===== src/rtl/tdm_pkg.sv =====
// Shared definitions for the mux-based TDM link: FSM state codes, default
// geometry, and the channel-index width helper used by both link ends.
package tdm_pkg;

    localparam int unsigned N_CH_DEF = 4;
    localparam int unsigned W_DEF    = 8;

    localparam logic [0:0] ST_HUNT   = 1'b0;
    localparam logic [0:0] ST_LOCKED = 1'b1;

    // A single-channel link still needs a 1-bit index.
    function automatic int unsigned cw_of(input int unsigned n_ch);
        return (n_ch <= 1) ? 1 : $clog2(n_ch);
    endfunction

endpackage


===== src/rtl/tdm_slot_buf.sv =====
// Shadow frame buffer with indexed writes, plus the publish register that
// presents a completed frame together with a one-cycle valid strobe.
module tdm_slot_buf
    import tdm_pkg::*;
#(
    parameter int unsigned N_CH = N_CH_DEF,
    parameter int unsigned W    = W_DEF,
    parameter int unsigned CW   = cw_of(N_CH)
) (
    input  logic              clk,
    input  logic              rst,
    input  logic              wr_en,
    input  logic [CW-1:0]     wr_idx,
    input  logic [W-1:0]      wr_data,
    input  logic              publish,
    output logic [N_CH*W-1:0] out_data,
    output logic              out_valid
);

    logic [N_CH-1:0][W-1:0] shadow_q;
    logic [N_CH-1:0][W-1:0] merged;
    logic [N_CH-1:0][W-1:0] out_data_q;
    logic                   out_valid_q;

    // The final beat is not in the shadow yet at its accepting edge, so the
    // publish path takes it straight from the write port.
    always_comb begin
        merged = shadow_q;
        if (wr_en) begin
            merged[wr_idx] = wr_data;
        end
    end

    always_ff @(posedge clk or posedge rst) begin
        if (rst) begin
            shadow_q <= '0;
        end else if (wr_en) begin
            shadow_q[wr_idx] <= wr_data;
        end
    end

    always_ff @(posedge clk or posedge rst) begin
        if (rst) begin
            out_data_q  <= '0;
            out_valid_q <= 1'b0;
        end else begin
            out_valid_q <= publish;
            if (publish) begin
                out_data_q <= merged;
            end
        end
    end

    assign out_data  = out_data_q;
    assign out_valid = out_valid_q;

endmodule


===== src/rtl/tdm_demux.sv =====
// TDM receive end: locks onto the channel-0 sync flag, steers beats into
// their slots and publishes each complete frame via tdm_slot_buf.
module tdm_demux
    import tdm_pkg::*;
#(
    parameter int unsigned N_CH = N_CH_DEF,
    parameter int unsigned W    = W_DEF,
    parameter int unsigned CW   = cw_of(N_CH)
) (
    input  logic              clk,
    input  logic              rst,
    input  logic              in_valid,
    input  logic              in_sync,
    input  logic [W-1:0]      in_data,
    output logic [N_CH*W-1:0] out_data,
    output logic              out_valid,
    output logic              locked,
    output logic [CW-1:0]     ch_idx,
    output logic              sync_err
);

    localparam logic [CW-1:0] LAST_IDX = CW'(N_CH - 1);
    localparam logic [CW-1:0] ONE_IDX  = (N_CH > 1) ? CW'(1) : '0;

    logic [0:0]    state_q, state_d;
    logic [CW-1:0] idx_q, idx_d;
    logic          err_q, err_d;
    logic          wr_en;
    logic [CW-1:0] wr_idx;
    logic          publish;

    always_comb begin
        state_d = state_q;
        idx_d   = idx_q;
        err_d   = 1'b0;
        wr_en   = 1'b0;
        wr_idx  = in_sync ? '0 : idx_q;
        publish = 1'b0;

        if (in_valid) begin
            case (state_q)
                ST_HUNT: begin
                    if (in_sync) begin
                        wr_en   = 1'b1;
                        state_d = ST_LOCKED;
                        idx_d   = ONE_IDX;
                        publish = (N_CH == 1);
                    end
                end
                ST_LOCKED: begin
                    if (in_sync) begin
                        // Early sync drops the partial frame; its slots get
                        // overwritten before the next publish.
                        err_d   = (idx_q != '0);
                        wr_en   = 1'b1;
                        idx_d   = ONE_IDX;
                        publish = (N_CH == 1);
                    end else if (idx_q == '0) begin
                        err_d   = 1'b1;
                        state_d = ST_HUNT;
                        idx_d   = '0;
                    end else begin
                        wr_en = 1'b1;
                        if (idx_q == LAST_IDX) begin
                            publish = 1'b1;
                            idx_d   = '0;
                        end else begin
                            idx_d = idx_q + CW'(1);
                        end
                    end
                end
                default: begin
                    state_d = ST_HUNT;
                    idx_d   = '0;
                end
            endcase
        end
    end

    always_ff @(posedge clk or posedge rst) begin
        if (rst) begin
            state_q <= ST_HUNT;
            idx_q   <= '0;
            err_q   <= 1'b0;
        end else begin
            state_q <= state_d;
            idx_q   <= idx_d;
            err_q   <= err_d;
        end
    end

    tdm_slot_buf #(
        .N_CH (N_CH),
        .W    (W),
        .CW   (CW)
    ) u_slot_buf (
        .clk       (clk),
        .rst       (rst),
        .wr_en     (wr_en),
        .wr_idx    (wr_idx),
        .wr_data   (in_data),
        .publish   (publish),
        .out_data  (out_data),
        .out_valid (out_valid)
    );

    assign locked   = (state_q == ST_LOCKED);
    assign ch_idx   = idx_q;
    assign sync_err = err_q;

endmodule

===== config.mk =====
export PLATFORM = sky130hd
export DESIGN_NAME = tdm_demux
export DESIGN_NICKNAME = d
export VERILOG_FILES = /design/src/rtl/tdm_pkg.sv /design/src/rtl/tdm_slot_buf.sv /design/src/rtl/tdm_demux.sv
export SDC_FILE = /design/constraint.sdc
export NUM_CORES = 1
export LEC_CHECK = 0
export ABC_AREA = 1
export CAP_MARGIN = 30
export CORE_MARGIN = 4
export CORE_UTILIZATION = 37
export CTS_CLUSTER_DIAMETER = 100
export DETAILED_ROUTE_END_ITERATION = 10
export GPL_ROUTABILITY_DRIVEN = 0
export GPL_TIMING_DRIVEN = 0
export REMOVE_ABC_BUFFERS = 1
export SETUP_SLACK_MARGIN = 0.05
export SYNTH_ARGS = -nofsm -noshare
export SYNTH_HDL_FRONTEND = slang
export SYNTH_SLANG_ARGS = --single-unit

===== constraint.sdc =====
create_clock -name clk -period 2.3 [get_ports clk]
set_clock_uncertainty 0.1 [all_clocks]
set_input_delay 0.46 -clock clk [delete_from_list [all_inputs] [get_ports clk]]
set_output_delay 0.46 -clock clk [all_outputs]
set_load 0.05 [all_outputs]

[Word-level counts from Yosys, hierarchy flattened]
Index checks and enable logic that the tools add are counted.
W data, S select, Z words.
Word-level totals
  flip-flop bits (word level): 69
  output and inout bits: 37
  logic and storage cells: 46
Operators by class
  magnitude comparators: 2
  add/subtract/negate cells: 1
  equal/unequal tests: 2
  mux-type cells: 24
  bitwise operators: 1
  reductions and logical operators: 4
Operators with widths (number)
  $bwmux W32: 1
  $mux W32: 1
  $demux W8 S2: 1
  $mux W1: 12
  $mux W2: 5
  $mux W8: 1
  $pmux W1 S2: 2
  $pmux W2 S2: 1
  $lt A2 B3 Y1 const B: 1
  $add A2 B1 Y2 const B: 1
  $eq A2 B2 Y1 const B: 1
  $ge A2 B1 Y1 const B: 1
  $logic_not A2 Y1: 1
  $ne A2 B2 Y1 const B: 1
  $reduce_and A2 Y1: 1
  $reduce_bool A2 Y1: 1
  $logic_and A1 B1 Y1: 1
  $not A1 Y1: 1

[Logic depth before layout (Yosys ltp)]
Gate-level depths: netlist of the first run.
  depth in word-level cells: 7
  gate-level depth with buffers: 8

[Cells and area by module]
From an unflattened synthesis of the first run, not the netlist that was laid out.
Second synthesis, totals
  cell total of the unflattened synthesis: 353
  area total of the unflattened synthesis: 3051.7 um^2
Modules (own cells, without submodules)
  tdm_slot_buf: instances 1, cells each 321, area each 2802.7 um^2
  tdm_demux: instances 1, cells each 32, area each 249.0 um^2

[Least setup slack after synthesis of the first run]
No wires, ideal clock.
  path type: register to register
  start point: register idx_q[1], in the netlist ch_idx[1]
  end point: register u_slot_buf.shadow_q[0] (netlist name)
  period minus slack after synthesis: 2260 ps
  arrival time: 2041 ps
  setup slack: 40 ps
  data required time: 2081 ps
  cell stages (with the launch flop): 8
  buffers on the path: 1
  cell sequence: dfrtp_1 -> inv_1 -> ha_1 -> ha_1 -> nand2_2 -> buf_2 -> nand4_1 -> and2_1
RTL lines
  from (decl): line tdm_demux.sv:26  | logic [CW-1:0] idx_q, idx_d;
  from (signal assigned): line tdm_demux.sv:87  | idx_q <= idx_d;
  to (signal, indexed assignment): line tdm_slot_buf.sv:38  | shadow_q[wr_idx] <= wr_data;
  to (decl): line tdm_slot_buf.sv:20  | logic [N_CH-1:0][W-1:0] shadow_q;

[Worst setup path in the final report of the first run]
  start point: register u_slot_buf.out_data_q, in the netlist u_slot_buf.out_data[20]
  end point: output port out_data[20]
RTL lines
  from (decl): line tdm_slot_buf.sv:22  | logic [N_CH-1:0][W-1:0] out_data_q;
  from (signal assigned): line tdm_slot_buf.sv:49  | out_data_q <= merged;
  to (decl): line tdm_demux.sv:15  | output logic [N_CH*W-1:0] out_data,
No word-level cell between the ends.

==> summary.md, run 1 <==
| Metric | Value |
|---|---|
| Status | finished, final reports clean |
| Clk Latency, worst-skew pair | ~0.33 ns |
| Mean Syn Cell Area | between 8 and 9 µm² |
| CTS tree | done |
| Sw power | between 2000 and 2500 µW |
| Fin crit share | 90.3% |
| Clk pwr share | ~18% |
| Slew @ Worst Pin | between 0.8 and 0.9 ns |
| Seq/Total Area, Yosys | between 50% and 60% |
| Initial core utilization | between 30% and 40% |
| Crit path arrival time | approximately 1.5 ns |
| Inserted Diodes | 0 |
| Total GRT Usage | approximately 16% |
| Vias in the first global route | roughly 2400 |
| CP Max Fanout | 2 |
| Post-route DRC | 0 |
| Crit path required time | ~1.7 ns |
| Net Sw Frac | between 40% and 50% |
| Worst R2R Setup Slack | around 0.28 ns |
| Clock Path Buffers | 2 |
| RSZ-0062 raised after global routing | false |
| CP Cell Sequence | clkdlybuf4s50_1 |
| Syn. warnings | 0 |
| IO buf count | 48 |
| Synth Instances | ~350 |
| Largest net degree at the start of global routing | 70 |
| Post-synthesis register bit count | 69 |
| Critical path class | reg -> out |
| Clk pin slew, worst setup/hold paths | 0.07 ns |
| Final cell count without fillers | roughly 500 |
| Area Growth Syn to Fin | 24.6% |
| Hold Path Class | reg -> reg |
| Min cycle time layout | between 2 and 2.5 ns |
| Max_cap viols | 0 |
| Power per Cell Area | ~1400 nW/µm² |
| Hold Violations, Final | 0 |
| Lkg Pwr | between 0.0015 and 0.002 µW |
| Initial DRT Pass Iterations | 4 |
| Hpwl dp | around 4300 µm |
| Root buffer cell | clkbuf_8 |
| Worst Path Buf+Inv | 1 |
| Clk sink count | between 60 and 70 |
| Synth Cell Area | around 3100 µm² |
| Startpoint types | flop |
| Placed insts | 487 |
| Fraction of layout instances using a drive strength above 1 | ~8.3% |
| Initial antenna violation count | 0 |
| Remaining antenna violation count after routing | 0 |
| Initial DRC Count | 91 |
| Max-Slew Margin vs Limit | between 40 and 50% |
| WL per Instance | roughly 14 µm |
| Slew Viols, Final | 0 |
| First-pass GRT wire length | between 10000 and 15000 µm |
| Fin nets | ~400 |
| Global route overflow | 0 |
| Die height | roughly 100 µm |
| Fmax | slightly below 500 MHz |
| Core Rows | 33 |
| Reg power frac | 36.2% |
| Final WL | slightly above 7000 µm |
| CTS Buf Count | 9 |
| Die area | between 9000 and 10000 µm² |
| Fin Setup TNS | 0 ns |
| Top Ports | 49 |
| Final core occ | 47.4% |
| Unique masters post-synth | 20 |
| Peak supply drop | approximately 0.52 mV |
| Count of hold-fix buffers inserted at cts | 0 |
| Most frequent cells in the layout | nand2_1 (101), dfrtp_1 (67), clkdlybuf4s50_1 (45) |
| CP max stage delay | between 0.8 and 0.9 ns |
| Vias per cell | around 4.8 |
| Pint | 3140 µW |
| CORE AREA | 8220 µm² |
| Most common cell after layout, fill and taps aside | nand2_1 |
| Slowest CP cell | clkdlybuf4s50_1 |
| Setup violators final | 0 |
| CP endpoint kind | primary output |
| Logic pwr share | about 46% |
| Top delay family on crit path | buffers and inverters |
| Die Wd | ~100 µm |
| Via count | ~2400 |
| H-tree depth | 3 |
| Setup bufs post-CTS | 0 |
[power groups by stage]
stage | Clock (µW) | Sequential (µW) | Combinational, µW
2_1_floorplan | 0 | 2980 | 759
3_3_place_gp | 0 | 1990 | 2500
3_5_place_dp | 0 | 2010 | 2530
4_1_cts | 987 | 1990 | 2550
5_1_grt | 1030 | 2060 | 2730
6_report | 966 | 1990 | 2530
[per-stage QoR]
step,total power [µW],hold WS [ns],cell area [µm²],worst slack [ns]
after floorplan,3740,0.427,3050,-0.195
after global placement,4500,0.366,3660,-1.26
after detailed placement,4540,0.365,3660,-0.503
after CTS,5530,0.385,3870,0.0252
after global routing,5830,0.405,3890,0.151
final,5490,0.378,3890,0.222
[sequential cells by signal, indices dropped and copies added (netlist names)]
register,count
u_slot_buf.out_valid,1
u_slot_buf.out_data,32
sync_err,1
u_slot_buf.shadow_q,32
ch_idx,2
locked,1
[per-layer routing]
layer | wire (µm) | track usage, % | vias to the layer above
met1 | 3470 | 21.9 | 1166
li1 | - | - | 1203
met4 | 109 | 5.99 | 0
met2 | 3310 | 24.0 | 46
met5 | 0 | 0 | -
met3 | 320 | 3.27 | 10
[final timing paths]
check,start,to,cells past startpoint
setup / recovery,u_slot_buf.out_data[20]$_DFFE_PP0P_,out_data[20],1
hold / removal,u_slot_buf.out_data[26]$_DFFE_PP0P_,u_slot_buf.out_data[26]$_DFFE_PP0P_,2
setup reg to reg,ch_idx[1]$_DFFE_PP0P_,u_slot_buf.out_data[16]$_DFFE_PP0P_,8
hold reg to reg,u_slot_buf.out_data[26]$_DFFE_PP0P_,u_slot_buf.out_data[26]$_DFFE_PP0P_,2
max in group asynchronous,rst,ch_idx[1]$_DFFE_PP0P_,2
min in group asynchronous,rst,u_slot_buf.out_data[5]$_DFFE_PP0P_,2
[cell usage after synthesis, drive strengths merged]
library cell	instances	area, µm²
o22ai	1	6.26
o211ai	1	7.51
nor2	5	43.8
buf	13	77.6
and2	32	200
nand3	37	220
dfrtp	69	1730
inv	46	173
nand2	105	404
nand4	32	200
ha	4	50.1
o21ai	2	13.8
[cell type report]
type                    count  area [µm²]
flip-flops and latches     69        1730
well taps                 105         131
inverters                  46         178
multi-input cells         220        1180
clock buffers              15         196
repair buffers             48         480
fillers                   810        4330
[cell families after synthesis]
group           after synthesis  share of synthesized area (%)
fa+ha+maj                     4                           1.60
compound gates                4                          0.882
simple gates                211                           34.2
buf+inv                      59                           8.01
flops                        69                           55.3
[repair_timing]
item | 4_1_cts | 5_1_grt
endpoints found under the setup margin | 66 | 48
cloned | 1 | 0
pin swaps | 1 | 0
gates resized for setup | 3 | 7
hold endpoints to repair | 0 | 0
No activity file was read; power rests on OpenSTA's default activity.
==> inputs of run 2 (changes only) <==
==> constraint.sdc (replaced) <==
create_clock -name clk -period 2.45 [get_ports clk]
set_clock_uncertainty 0.1 [all_clocks]
set_input_delay 0.49 -clock clk [delete_from_list [all_inputs] [get_ports clk]]
set_output_delay 0.49 -clock clk [all_outputs]
set_load 0.05 [all_outputs]
==> run 2 against run 1 <==
  * Cell area decreased by 0.13%
  * Die area unchanged
  * Global-route usage is the same
  * Clock power down 6.2%
  * Highest routed layer unchanged
  * Largest cell class unchanged
  * Non-clock buffer count stayed put
  * Utilization fell by 0.061 points
  * Via count is 0.45% lower
  * First-iteration DRC count fell by 3.3%
==> summary.md, run 2 (synthesized netlist as in run 1, its figures left out) <==
| Metric | Value |
|---|---|
| Final WL | 7290 µm (+1.1%) |
| H-tree depth | 3 (unchanged) |
| Most common cell after layout, fill and taps aside | nand2_1 |
| Inserted Diodes | 0 (unchanged) |
| WL per Instance | 14.5 µm (+1.1%) |
| Setup bufs post-CTS | 0 (unchanged) |
| Initial antenna violation count | 0 (unchanged) |
| CP endpoint kind | primary output |
| Total design power | 5160 µW (-6.0%) |
| Fill count | 809 (-0.12%) |
| Crit path required time | 1.86 ns (+0.12 ns) |
| CP Max Fanout | 5 (+3) |
| CTS tree | done |
| Clk pin slew, worst setup/hold paths | 0.07 ns (about the same) |
| Clk Latency, worst-skew pair | 0.34 ns (about the same) |
| Power per Cell Area | 1330 nW/µm² (-5.9%) |
| M2 GR Usage | 24.0% (unchanged) |
| Critical path class | reg -> out |
| Area Growth Syn to Fin | 24.4% |
| Lkg Pwr | 0.00189 µW (-0.62%) |
| Largest net degree at the start of global routing | 70 (unchanged) |
| Die height | 99.9 µm (unchanged) |
| Setup violators final | 0 (unchanged) |
| Vias per cell | 4.80 (-0.45%) |
| Reg power frac | 36.1% (about the same) |
| Hpwl dp | 4330 µm (unchanged) |
| First-pass GRT wire length | 12300 µm (unchanged) |
| Hold Violations, Final | 0 (unchanged) |
| Remaining antenna violation count after routing | 0 (unchanged) |
| Peak supply drop | 0.493 mV (-6.1%) |
| Fin nets | 410 (unchanged) |
| Core Rows | 33 (unchanged) |
| Count of hold-fix buffers inserted at cts | 0 (unchanged) |
| Initial DRC Count | 88 (-3.3%) |
| CTS Buf Count | 9 (unchanged) |
| Slew @ Worst Pin | 0.864 ns (+0.0220 ns) |
| Root buffer cell | clkbuf_8 |
| Fmax | ~430 MHz |
| Grt peak-use layer | met2 |
| Fin Setup TNS | 0 ns (unchanged) |
| Top Ports | 49 (unchanged) |
| Startpoint types | flop |
| Final hold slack | 0.378 ns (-0.000587 ns) |
| Slowest CP cell | clkdlybuf4s50_1 |
| Clk pwr share | 17.6% (about the same) |
| CORE AREA | 8220 µm² (unchanged) |
| Crit path arrival time | 1.74 ns (+0.22 ns) |
| Top delay family on crit path | buffers and inverters |
| CP max stage delay | 0.87 ns (+0.06 ns) |
| Hold Path Class | reg -> reg |
| Initial DRT Pass Iterations | 6 (+2) |
| Global route overflow | 0 (unchanged) |
| Via count | 2414 (-0.45%) |
| Most frequent cells in the layout | nand2_1 (101), dfrtp_1 (69), clkdlybuf4s50_1 (48) |
| RSZ-0062 raised after global routing | false |
| Fraction of layout instances using a drive strength above 1 | 7.79% (-0.50 points) |
| Max-Slew Margin vs Limit | 42.4% (-1.5 points) |
| Vias in the first global route | 2421 (unchanged) |
| Worst Path Buf+Inv | 1 (unchanged) |
| Post-route DRC | 0 (unchanged) |
| Die area | 9970 µm² (unchanged) |
| Fin crit share | 95.0% |
| Slew Viols, Final | 0 (unchanged) |
| Clk sink count | 69 (unchanged) |
| Max_cap viols | 0 (unchanged) |
| Total GRT Usage | 15.7% (unchanged) |
| Min cycle time layout | 2.33 ns |
| CP Cell Sequence | clkdlybuf4s50_1 |
| Met3 GRT Util | 3.27% (unchanged) |
| Net Sw Frac | 42.8% (about the same) |
| Logic pwr share | 46.3% (about the same) |
| Met1 Usage GRT | 21.9% (unchanged) |
| Sw power | 2210 µW (-6.0%) |
| Die Wd | 99.9 µm (unchanged) |
| Clock Path Buffers | 2 (unchanged) |
| Initial core utilization | 38.0% (unchanged) |
| Pint | 2950 µW (-6.0%) |
| Status | finished, final reports clean |
| IO buf count | 48 (unchanged) |
run 2: metal layers:
metal	up-vias	routed length, µm
li1	1199	-
met1	1157	3560
met2	49	3310
met3	9	295
met4	0	123
met5	-	0
run 2: final timing paths:
kind                                                     from                             endpoint  slack, ns  depth (start not counted)
setup / recovery                           locked$_DFFE_PP0P_                               locked       0.12                          1
hold / removal             u_slot_buf.out_data[2]$_DFFE_PP0P_   u_slot_buf.out_data[2]$_DFFE_PP0P_       0.38                          2
setup reg to reg                        ch_idx[1]$_DFFE_PP0P_  u_slot_buf.out_data[16]$_DFFE_PP0P_       0.31                          8
hold reg to reg            u_slot_buf.out_data[2]$_DFFE_PP0P_   u_slot_buf.out_data[2]$_DFFE_PP0P_       0.38                          2
max in group asynchronous                                 rst  u_slot_buf.out_data[14]$_DFFE_PP0P_       1.10                          2
min in group asynchronous                                 rst   u_slot_buf.out_data[5]$_DFFE_PP0P_       0.59                          2
run 2: cell type report:
type                    count  area (µm²)  share of cell area (%)
multi-input cells         220        1180                    30.3
clock buffers              15         196                    5.05
well taps                 105         131                    3.38
flip-flops and latches     69        1730                    44.4
inverters                  46         175                    4.51
repair buffers             48         480                    12.4
run 2: power by group through the flow:
stage / logic (µW) / registers [µW] / clock network, µW
floorplan: 712 / 2800 / 0
global placement: 2350 / 1870 / 0
detailed placement: 2370 / 1890 / 0
CTS: 2400 / 1870 / 927
global route: 2570 / 1930 / 970
finish: 2390 / 1860 / 906
run 2: repair_timing:
item                       CTS  global route
pin swaps                    1             0
resized for setup            1             2
gates cloned                 1             0
setup endpoints to repair   48             6
run 2: per-stage QoR:
stage,instance area [µm²],util [%],std cells,setup WS [ns]
global placement,3660,44.5,487,-1.14
finish,3890,47.3,503,0.123
detailed placement,3660,44.6,487,-0.383
CTS,3870,47.1,503,0.113
floorplan,3050,-,334,-0.0447
global route,3890,47.3,503,0.0549
run 2: worst min-delay path, stage by stage (launching register included):
cell	delay [ns]
dfrtp_1	0.34
nand2_1	0.05
nand2_1	0.05
==> edit 1 (settings of run 2) <==
Change the package constant `N_CH_DEF` from 4 to 5.
--- a/src/rtl/tdm_pkg.sv
+++ b/src/rtl/tdm_pkg.sv
@@ -2,7 +2,7 @@
 // geometry, and the channel-index width helper used by both link ends.
 package tdm_pkg;
 
-    localparam int unsigned N_CH_DEF = 4;
+    localparam int unsigned N_CH_DEF = 5;
     localparam int unsigned W_DEF    = 8;
 
     localparam logic [0:0] ST_HUNT   = 1'b0;
Ports: changed (resized ch_idx and out_data); port bits go from 49 to 58. The function was not compared with the original's and may differ.
==> edit 1 against run 2 <==
Sequential share of layout area barely moved. Sequential cell count rose by 17. Sequential power rose by 16%. Routed wire length rose by 26%. Worst setup slack improved by 0.045 ns. Core utilization rose by 1.8 points. Total power rose by 12%. Area after synthesis rose by 21%. Cell area rose by 25%. Final cell count rose by 25%. Hold slack improved by 0.0033 ns. Largest cell class unchanged.
==> edit 1: results (changes against run 2) <==
In this run the critical register-to-register path is launched from ch_idx[0]. The global-route track usage on met2 came out at 25.6% (+1.6 points). The detailed-route wire length on metal 1 is 4.39 mm (+24%). The transition time at the pin with the least slew margin is 0.536 ns (-0.328 ns).

In this run the critical register-to-register path is captured at u_slot_buf.shadow_q[19]. The global-route usage over all layers came out at 16.4% (+0.77 points). The mean area per synthesized cell is 8.96 um^2 (-0.48%).

The worst stage delay on the critical path came out at 0.87 ns (about the same). The data arrival at the endpoint of the critical path is 1.69 ns (-0.05 ns). The wire length on met3 is 265 um (-10%). The via count of the first global-routing pass was 2,978 (+23%).

The internal power component came out at 3500 uW (+19%). The met2 layer wire length in the routed design came to 4.37 mm (+32%). The count of vias placed by the detailed router came out at 2,918 (+21%). The number of buffers created by CTS is 9 (unchanged). The tightest hold margin is 0.381 ns (+0.00333 ns). The layout cell share with drive strength beyond 1 came out at 8.70% (+0.92 points). The highest fanout seen on the critical path came out at 7 (+2). The violation count after the first detailed-routing iteration is 98 (+11%). The iteration count of the initial detailed-routing pass was 4 (-2). The global-route wire length before repair is 15.0 mm (+22%). The post-layout net count came to 505 (+23%). The routing usage on met3 came out at 2.25% (-1.0 points).

The number of fillers in the final layout is 939 (+16%). The post-detailed-route wirelength per cell came out at 14.6 um (+0.89%). The share of synthesized area occupied by flip-flops and latches came out at 56.9% (+1.6 points). The worst min-delay path category is register to register. The total power is 5790 uW (+12%). The met1 usage in global routing came out at 23.4% (+1.6 points). The worst setup slack for register-to-register paths is 0.25 ns (-0.06 ns). The maximum number of pins on one net before global-route repair is 51 (-27%). The worst slack at placement was -0.610 ns (-0.228 ns).

The leakage power came to 0.00233 uW (+23%). The cell depth of the worst flop-to-flop path came out at 12 (+4). The number of port buffers is 57 (+19%).

The worst hold path terminates at u_slot_buf.out_data[38]. The clock group power came out at 1190 uW (+31%). The worst ir drop on vdd is 0.000548 V (+11%).

The flow ran to the end, and the final reports show no timing, DRC or antenna violations. The number of vias per cell after detailed routing is 4.65 (-3.0%). The count of placed standard cells including taps came to 602 (+24%). The placed cell area came to 4520 um^2 (+23%). The startpoint identified for the worst hold timing path is u_slot_buf.out_data[38].
[edit 1: changes by cell type after synthesis, moves of 8 or more]
cell / before / now
sky130_fd_sc_hd__nand4_1: 32 / 1
sky130_fd_sc_hd__o21bai_1: 0 / 16
sky130_fd_sc_hd__and2_1: 32 / 40
sky130_fd_sc_hd__nand3_1: 33 / 76
sky130_fd_sc_hd__dfrtp_1: 69 / 86
sky130_fd_sc_hd__nand2_1: 101 / 123
[edit 1: what timing repair did]
action | CTS | global route
pin swaps | 1 | 0
gates resized for setup | 1 | 3
cloned | 1 | 0
setup buffers | 6 | 2
setup endpoints to repair | 72 | 69
[edit 1: cell type report]
type	instances	area (um^2)	share of cell area [%]
Timing Repair Buffer	67	698	14.4
Clock inverter	6	110	2.27
Tap cell	133	166	3.43
Multi-Input combinational cell	283	1430	29.5
Sequential cell	86	2150	44.4
Clock buffer	10	128	2.63
Inverter	42	163	3.36
[edit 1: kinds of logic after synthesis]
family / Yosys count / synth area share [%]
xor+xnor: 1 / 0.232
compound gates: 20 / 4.07
fa+ha+maj: 4 / 1.32
buf+inv: 54 / 5.83
flops: 86 / 56.9
simple gates: 257 / 31.6
[edit 1: worst max path at each step]
stage                     cells after the start                      end  startpoint  slack [ns]
after global routing                         13  u_slot_buf.out_data[24]   ch_idx[1]        0.07
after global placement                        2  u_slot_buf.out_data[10]         rst       -1.79
after CTS                                     9   u_slot_buf.out_data[9]    in_valid        0.14
final                                         1                ch_idx[1]   ch_idx[1]        0.17
after detailed placement                     10  u_slot_buf.out_data[25]     in_sync       -0.61
after floorplan                               1                ch_idx[0]         rst       -0.36
[edit 1: tightest hold or removal path, stage by stage (launching register included)]
cell	delay, ns
sky130_fd_sc_hd__dfrtp_1	0.35
sky130_fd_sc_hd__nand2_1	0.05
sky130_fd_sc_hd__nand2_1	0.05
==> edit 2 (flow settings as in run 2) <==
Without the edit above. Put a register stage on the output `out_data`, with the module's reset. The value now appears one clock later. The other outputs are not delayed to match.
--- a/src/rtl/tdm_demux.sv
+++ b/src/rtl/tdm_demux.sv
@@ -21,6 +21,8 @@
 
     localparam logic [CW-1:0] LAST_IDX = CW'(N_CH - 1);
     localparam logic [CW-1:0] ONE_IDX  = (N_CH > 1) ? CW'(1) : '0;
+
+    logic [N_CH*W-1:0] out_data_d;
 
     logic [0:0]    state_q, state_d;
     logic [CW-1:0] idx_q, idx_d;
@@ -100,7 +102,7 @@
         .wr_idx    (wr_idx),
         .wr_data   (in_data),
         .publish   (publish),
-        .out_data  (out_data),
+        .out_data  (out_data_d),
         .out_valid (out_valid)
     );
 
@@ -108,4 +110,12 @@
     assign ch_idx   = idx_q;
     assign sync_err = err_q;
 
+    always_ff @(posedge clk or posedge rst) begin
+        if (rst) begin
+            out_data <= '0;
+        end else begin
+            out_data <= out_data_d;
+        end
+    end
+
 endmodule
Formal check against the unedited RTL: not equivalent (Yosys sat finds a counterexample within 10 cycles, from zero or initial values and one cycle with rst high).
==> edit 2 against run 2 <==
Worst setup slack improved by 0.032 ns. Global-route usage fell by 2.0 points. Routed wire length rose by 10%. Total power rose by 20%. Count of clock-buffer cells in the layout fell by 4. Via count rose by 11%. Cell area rose by 23%. Sequential cell count rose by 32. Largest power group is now sequential cells. Area after synthesis rose by 26%.
==> edit 2: results (changes against run 2) <==
The worst ir drop on vdd is 0.000555 V (+13%). The number of vias per cell after detailed routing is 4.73 (-1.4%). The cell depth of the worst flop-to-flop path is 7 (-1). The worst register-to-register path begins at ch_idx[0]. The worst setup slack for register-to-register paths came out at 0.22 ns (-0.09 ns). The area taken by flip-flops and latches came to 2530 um^2 (+46%). Ranked by total cell area, the synthesized netlist is headed by sky130_fd_sc_hd__dfrtp_1, sky130_fd_sc_hd__nand2_1, sky130_fd_sc_hd__and2_1. The placed cell area was 4550 um^2 (+24%).

The synthesized instance count came out at 379 (+9.2%). The data arrival at the endpoint of the critical path is 1.70 ns (-0.04 ns). The post-detailed-route wirelength per cell came out at 14.1 um (-2.4%).

The tightest hold margin is 0.280 ns (-0.0976 ns). The layout cell share with drive strength beyond 1 came out at 7.19% (-0.60 points). The final design area excluding fillers is 4780 um^2 (+23%). The via count of the first global-routing pass came out at 2,613 (+7.9%).

The worst-case hold path end point is out_data[14]. The count of vias placed by the detailed router came out at 2,682 (+11%). The violation count after the first detailed-routing iteration is 170 (+93%). The iteration count of the initial detailed-routing pass came out at 4 (-2).

The number of cells on the worst hold path came out at 0 (-2). The placed wire-length estimate after detailed placement came out at 5.00 mm (+15%). The flow ran to the end, and the final reports show no timing, DRC or antenna violations. The final-layout non-clock buffer area share came to 11.2% (-1.1 points). Tracing the worst setup path back leads to its startpoint at locked. The final clock period utilization by the worst path came out at 93.6% (-1.3 points). The worst slack at placement came out at -0.278 ns (+0.105 ns). The worst hold path begins at u_slot_buf.out_data[14]. The clock buffer instance count of the final layout is 11 (-4). The post-layout net count came out at 443 (+8.0%). The number of fillers in the final layout was 975 (+21%).

The number of placement rows came out at 37 (+12%). The sink count of the clock tree came out at 101 (+46%). The global-route usage over all layers came out at 13.7% (-2.0 points). The share of the final layout cell area in multi-input gates came to 24.1% (-6.1 points). The share of synthesized area occupied by flip-flops and latches came out at 64.5% (+9.2 points). The maximum number of pins on one net before global-route repair is 53 (-24%).

The layout buffer count excluding clock buffers is 50 (+4.2%). The multi-input combinational cell count is 219 (-0.45%). Sorting the synthesized cells by how often they occur yields sky130_fd_sc_hd__nand2_1, sky130_fd_sc_hd__dfrtp_1, sky130_fd_sc_hd__inv_1.
==> edit 2: cell types whose count changed after synthesis, sizes merged <==
cell   before  now
dfrtp      69  101
==> edit 2: routing by layer <==
metal / global-route usage (%) / share of wire (%) / up-vias
li1: - / - / 1299
met1: 19.3 / 46 / 1314
met2: 20.0 / 46 / 59
met3: 3.38 / 5.9 / 10
met4: 6.08 / 1.4 / 0
met5: 0 / 0 / -
==> edit 2: report_power, final <==
part           switching, uW  total (uW)  internal, uW
registers                273        2680          2410
logic                   1570        2370           798
clock network            547        1140           597
==> edit 2: logic make-up (layout without fill, tap and decap cells) <==
logic type | after synthesis | count (layout) | synth area share [%]
buffers and inverters | 59 | 111 | 6.38
adders and majority gates | 4 | 4 | 1.28
AOI/OAI and AO/OA | 4 | 4 | 0.702
DFF | 101 | 101 | 64.5
and+or+nand+nor | 211 | 211 | 27.2
==> edit 2: what timing repair did <==
action                     in CTS  in global routing
setup endpoints to repair      33                 34
pin swaps                       0                  0
hold buffers                    0                  0
resized for setup               2                  2
